File: src/rtl/io_poll_seq.sv
// rtl/io_poll_seq.sv - CPU access and auto-poll sequencer for a 4-register peripheral
// Optional auto-poll engine compiled in with IO_POLL_SEQ_AUTOPOLL_EN.
module io_poll_seq #(
  parameter int POLL_PERIOD = 1000
) (
  input  logic        clk,
  input  logic        reset,
  input  logic        cmd_valid,
  output logic        cmd_ready,
  input  logic        cmd_write,
  input  logic [1:0]  cmd_addr,
  input  logic [31:0] cmd_wdata,
  output logic        rsp_valid,
  output logic [31:0] rsp_rdata,
  input  logic        poll_en,
  output logic        sw_valid,
  output logic [15:0] sw_value,
  output logic        p_read,
  output logic        p_write,
  output logic [1:0]  p_addr,
  output logic [31:0] p_wdata,
  input  logic [31:0] p_rdata
);

  typedef enum logic [3:0] {
    IDLE,
    CPU_RD,
    CPU_RD_WAIT,
    CPU_WR,
    POLL_ST,
    POLL_ST_WAIT,
    POLL_LO,
    POLL_LO_WAIT,
    POLL_HI,
    POLL_HI_WAIT
  } state_t;

  // Timer value at which a poll becomes pending.
  localparam logic [15:0] POLL_LAST = 16'(POLL_PERIOD - 1);

  // Peripheral register map used by the poll sequence.
  localparam logic [1:0] ADDR_STATUS = 2'b00;
  localparam logic [1:0] ADDR_SW_LO  = 2'b10;
  localparam logic [1:0] ADDR_SW_HI  = 2'b11;

  state_t      state;
  state_t      state_nx;
  logic [1:0]  req_addr;
  logic [31:0] req_wdata;
  logic        accept;
  logic        poll_launch;

  // The read/write decision is carried by the state itself (CPU_RD vs CPU_WR).
  assign accept = (state == IDLE) && cmd_valid;

`ifdef IO_POLL_SEQ_AUTOPOLL_EN
  logic [15:0] poll_timer;
  logic        poll_pending;
  logic [7:0]  lo_byte;
  logic        sw_valid_q;
  logic [15:0] sw_value_q;

  // A CPU request in the same IDLE cycle takes priority; the poll stays pending.
  assign poll_pending = poll_en && (poll_timer == POLL_LAST);
  assign poll_launch  = (state == IDLE) && !cmd_valid && poll_pending;

  // Poll timer: counts while enabled, saturates at POLL_LAST, cleared on launch or disable.
  always_ff @(posedge clk) begin
    if (reset || !poll_en || poll_launch) begin
      poll_timer <= '0;
    end else if (poll_timer != POLL_LAST) begin
      poll_timer <= poll_timer + 16'd1;
    end
  end

  // Switch capture: low byte held until the high byte arrives, then published.
  always_ff @(posedge clk) begin
    if (reset) begin
      lo_byte    <= '0;
      sw_valid_q <= 1'b0;
      sw_value_q <= '0;
    end else begin
      sw_valid_q <= (state == POLL_HI_WAIT);
      if (state == POLL_LO_WAIT) begin
        lo_byte <= p_rdata[7:0];
      end
      if (state == POLL_HI_WAIT) begin
        sw_value_q <= {p_rdata[7:0], lo_byte};
      end
    end
  end

  assign sw_valid = sw_valid_q;
  assign sw_value = sw_value_q;
`else
  logic        unused_poll_en;
  logic [15:0] unused_poll_last;

  assign unused_poll_en   = poll_en;
  assign unused_poll_last = POLL_LAST;
  assign poll_launch      = 1'b0;
  assign sw_valid         = 1'b0;
  assign sw_value         = '0;
`endif

  // State register.
  always_ff @(posedge clk) begin
    if (reset) begin
      state <= IDLE;
    end else begin
      state <= state_nx;
    end
  end

  // Next-state logic; poll sequence runs to completion regardless of poll_en.
  always_comb begin
    state_nx = state;
    case (state)
      IDLE: begin
        if (accept) begin
          state_nx = cmd_write ? CPU_WR : CPU_RD;
        end else if (poll_launch) begin
          state_nx = POLL_ST;
        end
      end
      CPU_RD:       state_nx = CPU_RD_WAIT;
      CPU_RD_WAIT:  state_nx = IDLE;
      CPU_WR:       state_nx = IDLE;
      POLL_ST:      state_nx = POLL_ST_WAIT;
      POLL_ST_WAIT: state_nx = p_rdata[1] ? POLL_LO : IDLE;
      POLL_LO:      state_nx = POLL_LO_WAIT;
      POLL_LO_WAIT: state_nx = POLL_HI;
      POLL_HI:      state_nx = POLL_HI_WAIT;
      POLL_HI_WAIT: state_nx = IDLE;
      default:      state_nx = IDLE;
    endcase
  end

  // Output decode: strobes, address and write data come purely from state.
  always_comb begin
    cmd_ready = 1'b0;
    p_read    = 1'b0;
    p_write   = 1'b0;
    p_addr    = '0;
    p_wdata   = '0;
    case (state)
      IDLE: cmd_ready = 1'b1;
      CPU_RD: begin
        p_read = 1'b1;
        p_addr = req_addr;
      end
      CPU_WR: begin
        p_write = 1'b1;
        p_addr  = req_addr;
        p_wdata = req_wdata;
      end
      POLL_ST: begin
        p_read = 1'b1;
        p_addr = ADDR_STATUS;
      end
      POLL_LO: begin
        p_read = 1'b1;
        p_addr = ADDR_SW_LO;
      end
      POLL_HI: begin
        p_read = 1'b1;
        p_addr = ADDR_SW_HI;
      end
      default: ;
    endcase
  end

  // Request latch: address and write data captured on the accepting cycle.
  always_ff @(posedge clk) begin
    if (reset) begin
      req_addr  <= '0;
      req_wdata <= '0;
    end else if (accept) begin
      req_addr  <= cmd_addr;
      req_wdata <= cmd_wdata;
    end
  end

  // CPU response: pulse after the read wait or the write strobe; data held between pulses.
  always_ff @(posedge clk) begin
    if (reset) begin
      rsp_valid <= 1'b0;
      rsp_rdata <= '0;
    end else begin
      rsp_valid <= (state == CPU_RD_WAIT) || (state == CPU_WR);
      if (state == CPU_RD_WAIT) begin
        rsp_rdata <= p_rdata;
      end else if (state == CPU_WR) begin
        rsp_rdata <= '0;
      end
    end
  end

endmodule

File: config.mk
export PLATFORM = sky130hd
export DESIGN_NAME = io_poll_seq
export DESIGN_NICKNAME = d
export VERILOG_FILES = /design/src/rtl/io_poll_seq.sv
export SDC_FILE = /design/constraint.sdc
export NUM_CORES = 1
export LEC_CHECK = 0
export BUFFER_PORTS_ARGS = -buffer_cell sky130_fd_sc_hd__buf_2
export CAP_MARGIN = 20
export CORE_MARGIN = 1
export CORE_UTILIZATION = 30
export CTS_BUF_LIST = sky130_fd_sc_hd__clkbuf_4
export CTS_CLUSTER_DIAMETER = 80
export DETAILED_ROUTE_END_ITERATION = 10
export GPL_ROUTABILITY_DRIVEN = 0
export PLACE_DENSITY = 0.53
export SLEW_MARGIN = 20
export SYNTH_ARGS = -nofsm -noshare
export SYNTH_HDL_FRONTEND = slang
export SYNTH_SLANG_ARGS = --single-unit
File: constraint.sdc
create_clock -name clk -period 1.61 [get_ports clk]
set_input_delay 0.2415 -clock clk [delete_from_list [all_inputs] [get_ports clk]]
set_output_delay 0.2415 -clock clk [all_outputs]
set_load 0.005 [all_outputs]
==> results.cfg, run 1 <==
[timing]
min_period_ns = 1.836
setup_viol = 37
finalHoldViolCount = 0
period_share_pct = 114.1
rsz0062_at_grt = true
fin_ws_ns = -0.2263
whs_ns = 0.06562
skew_ns = 0.01334
setup_tns_ns = -6.924
fmax_ghz = 0.5446
slew_viol_final = 0

[cells_and_area]
final_nets = 575
antenna_cells = 0
final_core_util_pct = 43.29
final_layout_size_suffix_gt1_share_pct = 40.08
final_cell_mix = 136 x buf_2, 67 x dfxtp_1, 36 x nor2_1, 35 x nand4b_1, 34 x nand2b_1
final_area_sq_um = 4469
syn_to_final_growth_pct = 39.86
final_common_cell = buf_2

[global_route]
grt_pass1_wl_um = 13270
track_usage_pct = 14.78
grt_overflow_total = 0
antenna_found_initial = 0
grt_pass1_vias = 2776
grt_max_degree = 105

[cts]
cts_tree = built
cts_hold_buf = 0
clk_latency_ns = 0.41
clock_sinks = 71
cts_root_buf = clkbuf_4
cts_htree_levels = 3
clk_pin_slew_ns = 0.13
cts_buffer_depth = 2
numCtsBuffers = 9

[critical_path]
cp_cell_sequence = nor4b_4 > buf_12 > and2_1 > buf_2
start_kind = register
arrival_ns = 1.59
cp-end-kind = primary output
path_buf_inv = 2
crit_slowest_cell = dfxtp_4
critPathKind = register to primary output
cp_top_family = simple AND/OR/NAND/NOR gates
cp.required_ns = 1.37
critPathMaxFanout = 33
slowest_delay_ns = 0.38

[logic_synthesis]
synth_cells = 359
yosys_warnings = 0
yosysSeqAreaShare_pct = 44.48
synth_area_sq_um = 3196
synth.distinct_cells = 31
syn_avg_cell_area_sq_um = 8.901
ys_seq_elements = 71

[detailed_routing]
drc_errors = 0
vias = 3041
wl_per_cell_um = 13.29
vias_per_cell = 4.715
initialDrtViolationCount = 146
first_pass_iters = 4
wl_um = 8573
ant_nets = 0

[floorplan]
dieWidth_um = 105.2
start_util_pct = 30.95
io-pin-count = 158
dieArea_sq_um = 11070
row_count = 37
core_sq_um = 10320
die_h_um = 105.2

[placement]
hpwl_um = 5126
placed_area_sq_um = 4045
numPortBuffers = 139

[outcome]
violations = setup timing
status = finished with violations

[min_path]
hp-class = primary input to register

[power_and_ir_drop]
ir_drop_mv = 0.3885
powerDensity_nw_per_um2 = 837.9
leakage_nw = 2.042
fin_total_pwr_mw = 3.745

[flow_run]
cap_violations = 0
state kept, by name, summed over array words and instances, names as in the netlist:
name       flops
req_addr       2
req_wdata     32
rsp_rdata     32
rsp_valid      1
state          4
through the flow:
step / setup slack (ns) / instances
final: -0.2263 / 645
after floorplan: 0.09412 / 375
after CTS: -0.2814 / 637
after detailed placement: 0.05238 / 613
after global placement: 0.06931 / 613
after global routing: -0.3127 / 645
worst reg2reg max path, delay by kind of cell, from the launching register on:
kind | cells | cell delay [ns]
AO/OA/AOI/OAI | 1 | 0.09
buffers and inverters | 4 | 0.60
flip-flops | 1 | 0.38
AND/OR/NAND/NOR | 2 | 0.39
power by group:
group          internal, mW  total (mW)  switching [mW]
logic                 0.357       0.683           0.326
clock network         0.476        1.15           0.678
registers              1.86        1.91          0.0495
total                  2.69        3.74            1.05
repair_timing:
action / 4_1_cts / 5_1_grt
buffers inserted: 8 / 4
gates resized for setup: 18 / 14
cloned: 0 / 5
endpoints found under the setup margin: 37 / 58
pin swaps: 2 / 7
per-layer routing:
layer / GRT usage, % / part of all wire [%] / wire, um / vias up
met5: 0 / 0 / 0 / -
met4: 5.433 / 1.0 / 86 / 0
met3: 3.244 / 7.4 / 638 / 9
met2: 22.32 / 43 / 3666 / 119
met1: 20.48 / 49 / 4182 / 1409
li1: - / - / - / 1504
final timing paths:
kind / start / end / slack, ns / depth (start not counted)
setup / recovery: state[3] / p_wdata[19] / -0.23 / 4
hold / removal: p_rdata[5] / rsp_rdata[5] / 0.07 / 3
setup reg to reg: state[3] / req_wdata[1] / 0.08 / 7
hold reg to reg: req_wdata[7] / req_wdata[7] / 0.47 / 2
layout make-up:
cell class | instances | area (sq um)
Clock buffer | 9 | 67.56
Clock inverter | 7 | 72.57
Fill cell | 1063 | 5854
Inverter | 3 | 11.26
Multi-Input combinational cell | 247 | 1569
Sequential cell | 71 | 1434
Tap cell | 136 | 170.2
Timing Repair Buffer | 172 | 1145
logic make-up after synthesis:
kind of cell / share of synthesized area, %
muxes: 0.3524
DFF: 44.48
other: 0.1174
and+or+nand+nor: 30.81
buffers and inverters: 9.358
AOI/OAI and AO/OA: 14.88
cell usage after synthesis, drive strengths merged:
| cell | instances | area (sq um) |
|---|---|---|
| nor3 | 2 | 10.01 |
| and2 | 33 | 206.5 |
| o211a | 1 | 10.01 |
| nand3b | 1 | 7.510 |
| nor4b | 2 | 38.78 |
| nand2b | 34 | 212.7 |
| buf | 34 | 211.5 |
| nor3b | 1 | 7.510 |
| clkbuf | 20 | 76.32 |
| o22ai | 1 | 6.260 |
| o21bai | 1 | 7.510 |
| a22oi | 32 | 240.2 |
| dfxtp | 71 | 1421 |
| o21ai | 37 | 185.2 |
| a31oi | 1 | 6.260 |
| nand4b | 35 | 306.5 |
| nor2 | 37 | 138.9 |
| conb | 1 | 3.750 |
| mux2 | 1 | 11.26 |
| nor4 | 1 | 21.27 |
| and3 | 1 | 6.260 |
| inv | 3 | 11.26 |
| nand2 | 3 | 11.26 |
| and3b | 1 | 8.760 |
| a21oi | 4 | 20.02 |
| or3b | 1 | 8.760 |
Power figures use the tool's default switching activity.
==> run 2, diff against run 1 <==
--- a/config.mk
+++ b/config.mk
@@ -18,3 +18,4 @@
 export SYNTH_ARGS = -nofsm -noshare
 export SYNTH_HDL_FRONTEND = slang
 export SYNTH_SLANG_ARGS = --single-unit
+export TNS_END_PERCENT = 50
==> run 2 against run 1 <==
  * Sequential share of layout area up 1.9 points
  * Final cell count down 2.5%
  * Die area unchanged
  * Clock power about the same
  * Sequential cell count unchanged
  * Largest cell class unchanged
  * Routed wire length down 6.8%
  * The run still ends with setup timing left
  * Combinational power down 16%
  * Register-to-register slack better by 0.04 ns
==> results.cfg, run 2 (synthesis gave the netlist of run 1 again) <==
[timing]
fin_ws_ns = -0.2228
setup_tns_ns = -6.803
skew_ns = 0.01276
setup_viol = 36
slew_viol_final = 0
period_share_pct = 113.8
fmax_ghz = 0.5456
finalHoldViolCount = 0
min_period_ns = 1.833
rsz0062_at_grt = true

[detailed_routing]
wl_per_cell_um = 12.71
vias_per_cell = 4.709
first_pass_iters = 4
ant_nets = 0
wl_um = 7993
drc_errors = 0
initialDrtViolationCount = 126
vias = 2962

[cts]
numCtsBuffers = 9
cts_htree_levels = 3
clock_sinks = 71
cts_post_setup_buffers_inserted = 0
cts_buffer_depth = 2
clk_pin_slew_ns = 0.13
cts_root_buf = clkbuf_4
cts_tree = built
clk_latency_ns = 0.40

[power_and_ir_drop]
fin_total_pwr_mw = 3.627
leakage_nw = 1.911
powerDensity_nw_per_um2 = 862.6
ir_drop_mv = 0.3778

[cells_and_area]
syn_to_final_growth_pct = 31.60
final_common_cell = buf_2
top_regs = req_wdata: 32 flops, rsp_rdata: 32 flops, state: 4 flops
final_layout_size_suffix_gt1_share_pct = 36.71
fin_cells = 629
final_area_sq_um = 4205
final_nets = 559
antenna_cells = 0
final_cell_mix = 139 x buf_2, 67 x dfxtp_1, 37 x nor2_1, 35 x nand4b_1, 34 x nand2b_1

[floorplan]
io-pin-count = 158
row_count = 37
core_sq_um = 10320
dieWidth_um = 105.2
die_h_um = 105.2
start_util_pct = 30.95
dieArea_sq_um = 11070

[flow_run]
cap_violations = 0

[critical_path]
cp.depth = 4
cp.required_ns = 1.37
arrival_ns = 1.59
cp_top_family = simple AND/OR/NAND/NOR gates
cp_cell_sequence = nor4b_4 > buf_12 > and2_1 > buf_2
path_buf_inv = 2
critPathMaxFanout = 33
critPathKind = register to primary output
cp-end-kind = primary output
slowest_delay_ns = 0.38
crit_slowest_cell = dfxtp_2
ff2ff_path_depth = 5
start_kind = register

[placement]
hpwl_um = 5126
placed_area_sq_um = 4045
numPortBuffers = 139
dp.cells = 613
dp_slack_ns = 0.05238

[outcome]
violations = setup timing
status = finished with violations

[min_path]
hp-class = primary input to register
holdPathStages = 3

[global_route]
grt_pass1_vias = 2735
grt_pass1_wl_um = 13100
track_usage_pct = 14.57
grt_overflow_total = 0
grt_max_degree = 105
antenna_found_initial = 0
-- run 2: cell count changes in the layout (fill, tap and decap cells not counted), sizes merged --
cell    delta
clkbuf     -4
buf       -12
-- run 2: where the power goes --
group	switching (mW)	leakage, nW	internal [mW]	total, mW
logic	0.294	1.26	0.278	0.572
registers	0.0505	0.582	1.86	1.91
clock network	0.667	0.0739	0.476	1.14
total	1.01	1.91	2.62	3.63
-- run 2: repair_timing --
| item | 4_1_cts | 5_1_grt |
|---|---|---|
| endpoints found under the setup margin | 37 | 40 |
| hold buffers | 0 | 0 |
| resized for setup | 5 | 3 |
| pin swaps | 1 | 0 |
-- run 2: area by class of cell --
cell class	instances	area, sq um
clock buffers	9	67.56
clock inverters	7	72.57
fillers	1072	6118
inverters	3	11.26
multi-input cells	247	1549
flip-flops and latches	71	1429
well taps	136	170.2
repair buffers	156	905.9
-- run 2: layer usage --
metal / vias up / GRT usage (%) / part of all wire, %
li1: 1469 / - / -
met1: 1372 / 20.37 / 50
met2: 114 / 21.71 / 42
met3: 7 / 3.244 / 7.1
met4: 0 / 5.433 / 0.83
met5: - / 0 / 0
-- run 2: worst register-to-register path: cells and delay by family, from the launching register on --
kind / cells / cell delay, ns
flip-flops: 1 / 0.34
AND/OR/NAND/NOR: 2 / 0.56
buffers and inverters: 2 / 0.37
AO/OA/AOI/OAI: 1 / 0.12
-- run 2: final timing paths --
path                                    from             to  slack, ns
worst max-delay path                state[3]    p_wdata[19]      -0.22
worst min-delay path              p_rdata[5]   rsp_rdata[5]       0.07
worst max register to register      state[0]  req_wdata[17]       0.12
worst min register to register  req_wdata[7]   req_wdata[7]       0.47
-- run 2: per-stage QoR --
stage / hold slack, ns / utilization (%)
2_1_floorplan: 0.4033 / -
3_3_place_gp: 0.4472 / 39.18
3_5_place_dp: 0.4500 / 39.18
4_1_cts: 0.03216 / 40.64
5_1_grt: 0.04445 / 40.73
6_report: 0.07336 / 40.73
